### src/rtl/if_stage.sv
// Instruction-fetch stage: generates nextpc, drives the instruction SRAM, and
// hands {inst, pc} to ID under a valid/allowin handshake with branch redirect.
module if_stage #(
  parameter logic [31:0] RESET_PC = 32'h1c000000
) (
  input  logic        clk,
  input  logic        resetn,
  input  logic        ds_allowin,
  input  logic [32:0] br_zip,
  output logic        fs2ds_valid,
  output logic [63:0] fs2ds_bus,
  output logic        inst_sram_en,
  output logic [3:0]  inst_sram_we,
  output logic [31:0] inst_sram_addr,
  output logic [31:0] inst_sram_wdata,
  input  logic [31:0] inst_sram_rdata
);

  localparam int unsigned XLEN = 32;

  logic            r_fs_valid;
  logic [XLEN-1:0] r_fs_pc;
  logic [XLEN-1:0] r_inst_buf;
  logic            r_buf_valid;
  logic            r_br_pending;
  logic [XLEN-1:0] r_pend_target;

  logic            w_br_taken;
  logic [XLEN-1:0] w_br_target;
  logic            w_fs_ready_go;
  logic            w_fs_allowin;
  logic [XLEN-1:0] w_nextpc;
  logic [XLEN-1:0] w_fs_inst;

  assign w_br_taken    = br_zip[32];
  assign w_br_target   = br_zip[31:0];
  assign w_fs_ready_go = 1'b1;
  assign w_fs_allowin  = ~r_fs_valid | (ds_allowin & w_fs_ready_go);

  // A live redirect beats a redirect deferred from a stalled cycle.
  assign w_nextpc = w_br_taken   ? w_br_target   :
                    r_br_pending ? r_pend_target :
                                   r_fs_pc + XLEN'(4);

  // SRAM data is only valid the cycle after the read; the buffer covers ID stalls.
  assign w_fs_inst = ~r_fs_valid ? '0 :
                     r_buf_valid ? r_inst_buf : inst_sram_rdata;

  assign fs2ds_valid     = r_fs_valid & w_fs_ready_go & ~w_br_taken;
  assign fs2ds_bus       = {w_fs_inst, r_fs_pc};
  assign inst_sram_en    = resetn & w_fs_allowin;
  assign inst_sram_addr  = w_nextpc;
  assign inst_sram_we    = 4'b0;
  assign inst_sram_wdata = '0;

  always_ff @(posedge clk) begin
    if (!resetn) begin
      r_fs_valid    <= 1'b0;
      r_fs_pc       <= XLEN'(RESET_PC - 32'd4);
      r_inst_buf    <= '0;
      r_buf_valid   <= 1'b0;
      r_br_pending  <= 1'b0;
      r_pend_target <= '0;
    end else if (w_fs_allowin) begin
      r_fs_valid   <= 1'b1;
      r_fs_pc      <= w_nextpc;
      r_buf_valid  <= 1'b0;
      r_br_pending <= 1'b0;
    end else if (w_br_taken) begin
      // Stalled redirect: squash the wrong-path inst, fetch the target next cycle.
      r_pend_target <= w_br_target;
      r_br_pending  <= 1'b1;
      r_fs_valid    <= 1'b0;
      r_buf_valid   <= 1'b0;
    end else if (r_fs_valid && !r_buf_valid) begin
      r_inst_buf  <= inst_sram_rdata;
      r_buf_valid <= 1'b1;
    end
  end

endmodule

### config.mk
export PLATFORM = sky130hd
export DESIGN_NAME = if_stage
export DESIGN_NICKNAME = d
export VERILOG_FILES = /design/src/rtl/if_stage.sv
export SDC_FILE = /design/constraint.sdc
export NUM_CORES = 1
export LEC_CHECK = 0
export BUFFER_PORTS_ARGS = -buffer_cell sky130_fd_sc_hd__buf_2
export CORE_UTILIZATION = 24
export DETAILED_ROUTE_END_ITERATION = 10
export GPL_TIMING_DRIVEN = 0
export PLACE_DENSITY = 0.44
export SLEW_MARGIN = 20
export SYNTH_ARGS = -nofsm -noshare
export SYNTH_HDL_FRONTEND = slang
export SYNTH_SLANG_ARGS = --single-unit
### constraint.sdc
create_clock -name clk -period 2.2 [get_ports clk]
set_input_delay 0.33 -clock clk [delete_from_list [all_inputs] [get_ports clk]]
set_output_delay 0.33 -clock clk [all_outputs]
set_load 0.05 [all_outputs]
======== Yosys cells after proc, flatten, opt, wreduce, memory -nomap -nowiden ========
Cells that the tools add are included.
operators by class
  bitwise logic cells ..................... 7
  mux-type cells .......................... 6
  reduce and logical (&&, ||, !) cells .... 7
  add/sub/neg operators ................... 1
operators with widths
  operator                                        number
  two-way mux 32 bit                              4
  adder 32 x 3 -> 32 bit (second input constant)  1
  inverter 1 bit                                  4
  AND reduction 3 bit                             1
  OR reduction 3 bit                              1
  AND 1 bit                                       2
  two-way mux 1 bit                               2
  AND reduction 2 bit                             1
  nonzero test 2 bit                              1
  OR reduction 2 bit                              1
  logical AND 1 bit                               1
  logical NOT 1 bit                               1
  OR 1 bit                                        1
word-level totals
  bits of input ports ..................... 68
  word-level logic and storage cells ...... 27
  register bits ........................... 99
  output and inout port bits .............. 134

======== Longest topological paths before layout ========
  depth after elaboration ................. 4
  mapped depth ............................ 8
  gate-level depth less buffers ........... 6

======== Worst setup path after synthesis ========
OpenSTA, ideal clock, no wires.
  path kind ............................... register to output
  start point ............................. register r_fs_pc[2]
  end point ............................... output port inst_sram_addr[26]
  stages on the path, launching flop included .. 7
  data arrival time ....................... 3.077 ns
  path slack .............................. -1.207 ns
  cell sequence ........................... dfxtp_1 > ha_1 > and4_1 > nand3_2 > or4_4 > xnor2_1 > o21ai_0
on the way
  longest elaborated chain between the ends .. 3
RTL lines
  item                    line  source
  from (decl)             22    logic [XLEN-1:0] r_fs_pc;
  from (signal assigned)  59    r_fs_pc <= XLEN'(RESET_PC - 32'd4);
  from (signal assigned)  66    r_fs_pc <= w_nextpc;
  adder 32 x 3 -> 32 bit  43    r_fs_pc + XLEN'(4);
  two-way mux 32 bit      42    r_br_pending ? r_pend_target :
  two-way mux 32 bit      41    assign w_nextpc = w_br_taken ? w_br_target :
  to (decl)               14    output logic [31:0] inst_sram_addr,
No other way between the ends.

======== Worst setup path in the final report ========
  start point ............................. register r_fs_pc[2]
  end point ............................... output port inst_sram_addr[24]
Same word-level chain as after synthesis.

==> run_results.csv <==
group,metric,value,unit
clocking,cts_made_buffers,9,
global_route,grt_pass1_wl,32900,µm
timing,slew_headroom,44.8,%
min_path,min_path_type,"in -> reg",
floorplanning,num_rows,55,
setup_path,arrival,2.28,ns
clocking,clk_pin_slew,0.08,ns
synthesis,async_flop_share,0,%
clocking,htreeDepth,3,
power,clockPowerShare,27.2,%
finish,utilization,37.1,%
placement,pre_cts_slack,-0.759,ns
floorplanning,coreArea,0.0228,mm²
setup_path,rrSetupSlack,0.16,ns
outcome,status,"finished, violations left",
power,powerDensity,697,mW/mm²
power,power_frac_seq,34.6,%
drt,wl,22000,µm
power,internal-power,3.50,mW
min_path,holdPathStages,2,
power,fin_total_pwr,5.88,mW
finish,final_nets,1008,
global_route,first_global_vias,5482,
setup_path,critical_path_class,"reg -> out",
timing,finalHoldViolations,0,
floorplanning,die_area,0.0240,mm²
finish,layout-drive-gt1-share,41.2,%
timing,rsz0062_at_grt,"true",
timing,fin_ws,-0.406,ns
synthesis,ys_top_cells_by_count,"109 x nand2_1, 99 x dfxtp_1, 41 x clkbuf_1, 38 x mux2i_1, 37 x buf_4",
drt,route.detailed.vias_per_inst,4.62,
synthesis,ys_warn_count,0,
timing,fin_crit,2.61,ns
global_route,antenna_found_initial,3,
timing,setup_viol,26,
power,pwr-share-comb,38.2,%
setup_path,worst-r2r-cell-count,8,
finish,finalInstanceArea,0.00845,mm²
synthesis,ys_seq_area_share,35.4,%
synthesis,yosys.area.top_type,"dfxtp_1",
setup_path,worstPathRequired,1.87,ns
timing,fin_setup_tns,-5.65,ns
timing,maxSlewViolCount,0,
power,leakagePower,3.53,nW
drt,first_iter_violations,307,
synthesis,synth_ff_type,"dfxtp_1",
run,cap_viol_max_count,0,
power,switching_share,40.5,%
drt,drc_errors,0,
floorplanning,io_pins,202,
clocking,clock_latency,0.36,ns
synthesis,synth_enable_flop_cells,0,
timing,max_freq,384,MHz
synthesis,synth_top_area_share,35.4,%
synthesis,synthCells,675,
synthesis,synth-seq-cells,99,
drt,vias,5809,
finish,syn_to_final_growth,50.7,%
drt,wl_per_cell,17.5,µm
clocking,cts_tree,"yes",
outcome,violations,"negative setup slack",
synthesis,synth.most_common_cell,"nand2_1",
timing,fin_skew,0.0165,ns
synthesis,synth_area_leaders,"dfxtp_1 35%, nand2_1 7.3%, mux2i_1 6.8%",
floorplanning,start_util,24.6,%
setup_path,end_kind,"output port",
synthesis,syn_avg_cell_area,8.30,µm²
timing,tightest_slew,0.828,ns
placement,hpwlAfterDp,15600,µm
global_route,grt_max_degree,18,
clocking,clock_sinks,99,
synthesis,netlist_area,0.00561,mm²
power,p_switching,2.38,mW
power,peakVddDrop,0.000316,V
global_route,grt-ovfl-total,0,
drt,detail-route-antenna-nets,0,
setup_path,worst_setup_path_start_kind,"flip-flop",
placement,placed_area,0.00725,mm²
drt,first_pass_iters,4,
floorplanning,die_x,155,µm
placement,gp_congestion,0.813,
clocking,cts_root_buf,"clkbuf_16",
setup_path,path_max_fanout,3,
global_route,track_usage,18.2,%
placement,port_buffers,164,
synthesis,synth_cell_type_count,61,
timing,post-route-period-util,118,%
clocking,clk_path_buf_depth,2,
floorplanning,die_h,155,µm
-- worst max-delay path, stage by stage, from the launching register on --
cell and delay [ns]:
dfxtp_4 0.38, ha_4 0.13, and4_4 0.24, nand3_4 0.08, or3_4 0.40, and3_4 0.18
or3_4 0.34, buf_8 0.16
-- cells by family (layout without fill, tap and decap cells) --
| group | Yosys count | in the layout | synth area share (%) |
|---|---|---|---|
| multiplexers | 38 | 38 | 6.79 |
| XOR/XNOR | 18 | 18 | 2.81 |
| AND/OR/NAND/NOR | 229 | 229 | 20.6 |
| AO/OA/AOI/OAI | 192 | 192 | 24.9 |
| flip-flops | 99 | 99 | 35.4 |
| buffers and inverters | 97 | 331 | 9.17 |
| adder cells (fa/ha/maj) | 1 | 1 | 0.223 |
| other | 1 | 37 | 0.0669 |
-- per-stage QoR --
stage	instances	hold slack, ns
global route	1257	0.204
global placement	1187	0.436
finish	1258	0.203
floorplan	710	0.416
CTS	1244	0.192
detailed placement	1187	0.439
-- final cells by class --
type                    count  area, µm²
well taps                 313        392
diodes                      1       2.50
flip-flops and latches     99       2060
repair buffers            222       1460
clock inverters             6       43.8
inverters                  13       52.6
fillers                  2439      14300
multi-input cells         514       3700
clock buffers              10        239
plain buffers              80        497
-- layout by cell type, fill, tap and decap left out, drive strengths merged, types with 20 or more instances in the layout --
cell type    n
conb        36
nand2      109
clkbuf      47
a21boi      35
nor2b       35
mux2i       38
a21oi       20
dfxtp       99
o21ai       34
buf        265
-- worst paths after layout --
check / startpoint / endpoint
worst min-delay path: br_zip[0] / r_pend_target[0]
worst min register to register: r_pend_target[20] / r_pend_target[20]
worst max-delay path: r_fs_pc[2] / inst_sram_addr[24]
worst max register to register: r_fs_pc[2] / r_fs_pc[27]
-- repair_timing --
action / 4_1_cts / 5_1_grt
gates resized for setup: 122 / 20
pin swaps: 30 / 22
gates cloned: 0 / 0
hold buffers: 0 / 0
buffers inserted: 45 / 13
setup endpoints to repair: 83 / 39
-- power groups by stage --
stage / clock (mW) / combinational (mW) / sequential (mW)
after global routing: 1.71 / 2.38 / 2.05
after global placement: 0 / 1.91 / 2.07
after detailed placement: 0 / 1.90 / 2.07
after CTS: 1.66 / 2.19 / 2.03
final: 1.60 / 2.25 / 2.03
after floorplan: 0 / 1.25 / 2.23
-- layer usage --
metal | vias up | GRT usage (%) | wire length (µm)
met3 | 29 | 4.48 | 1430
met2 | 179 | 30.3 | 10500
li1 | 2884 | - | -
met4 | 6 | 5.23 | 349
met1 | 2711 | 23.1 | 9710
met5 | - | 0 | 33
-- state kept, by name, summed over array words and instances, names as in the netlist --
| register | cells |
|---|---|
| r_br_pending | 1 |
| r_fs_valid | 1 |
| r_buf_valid | 1 |
| r_fs_pc | 32 |
| r_pend_target | 32 |
| r_inst_buf | 32 |
No activity file was read; power rests on OpenSTA's default activity.
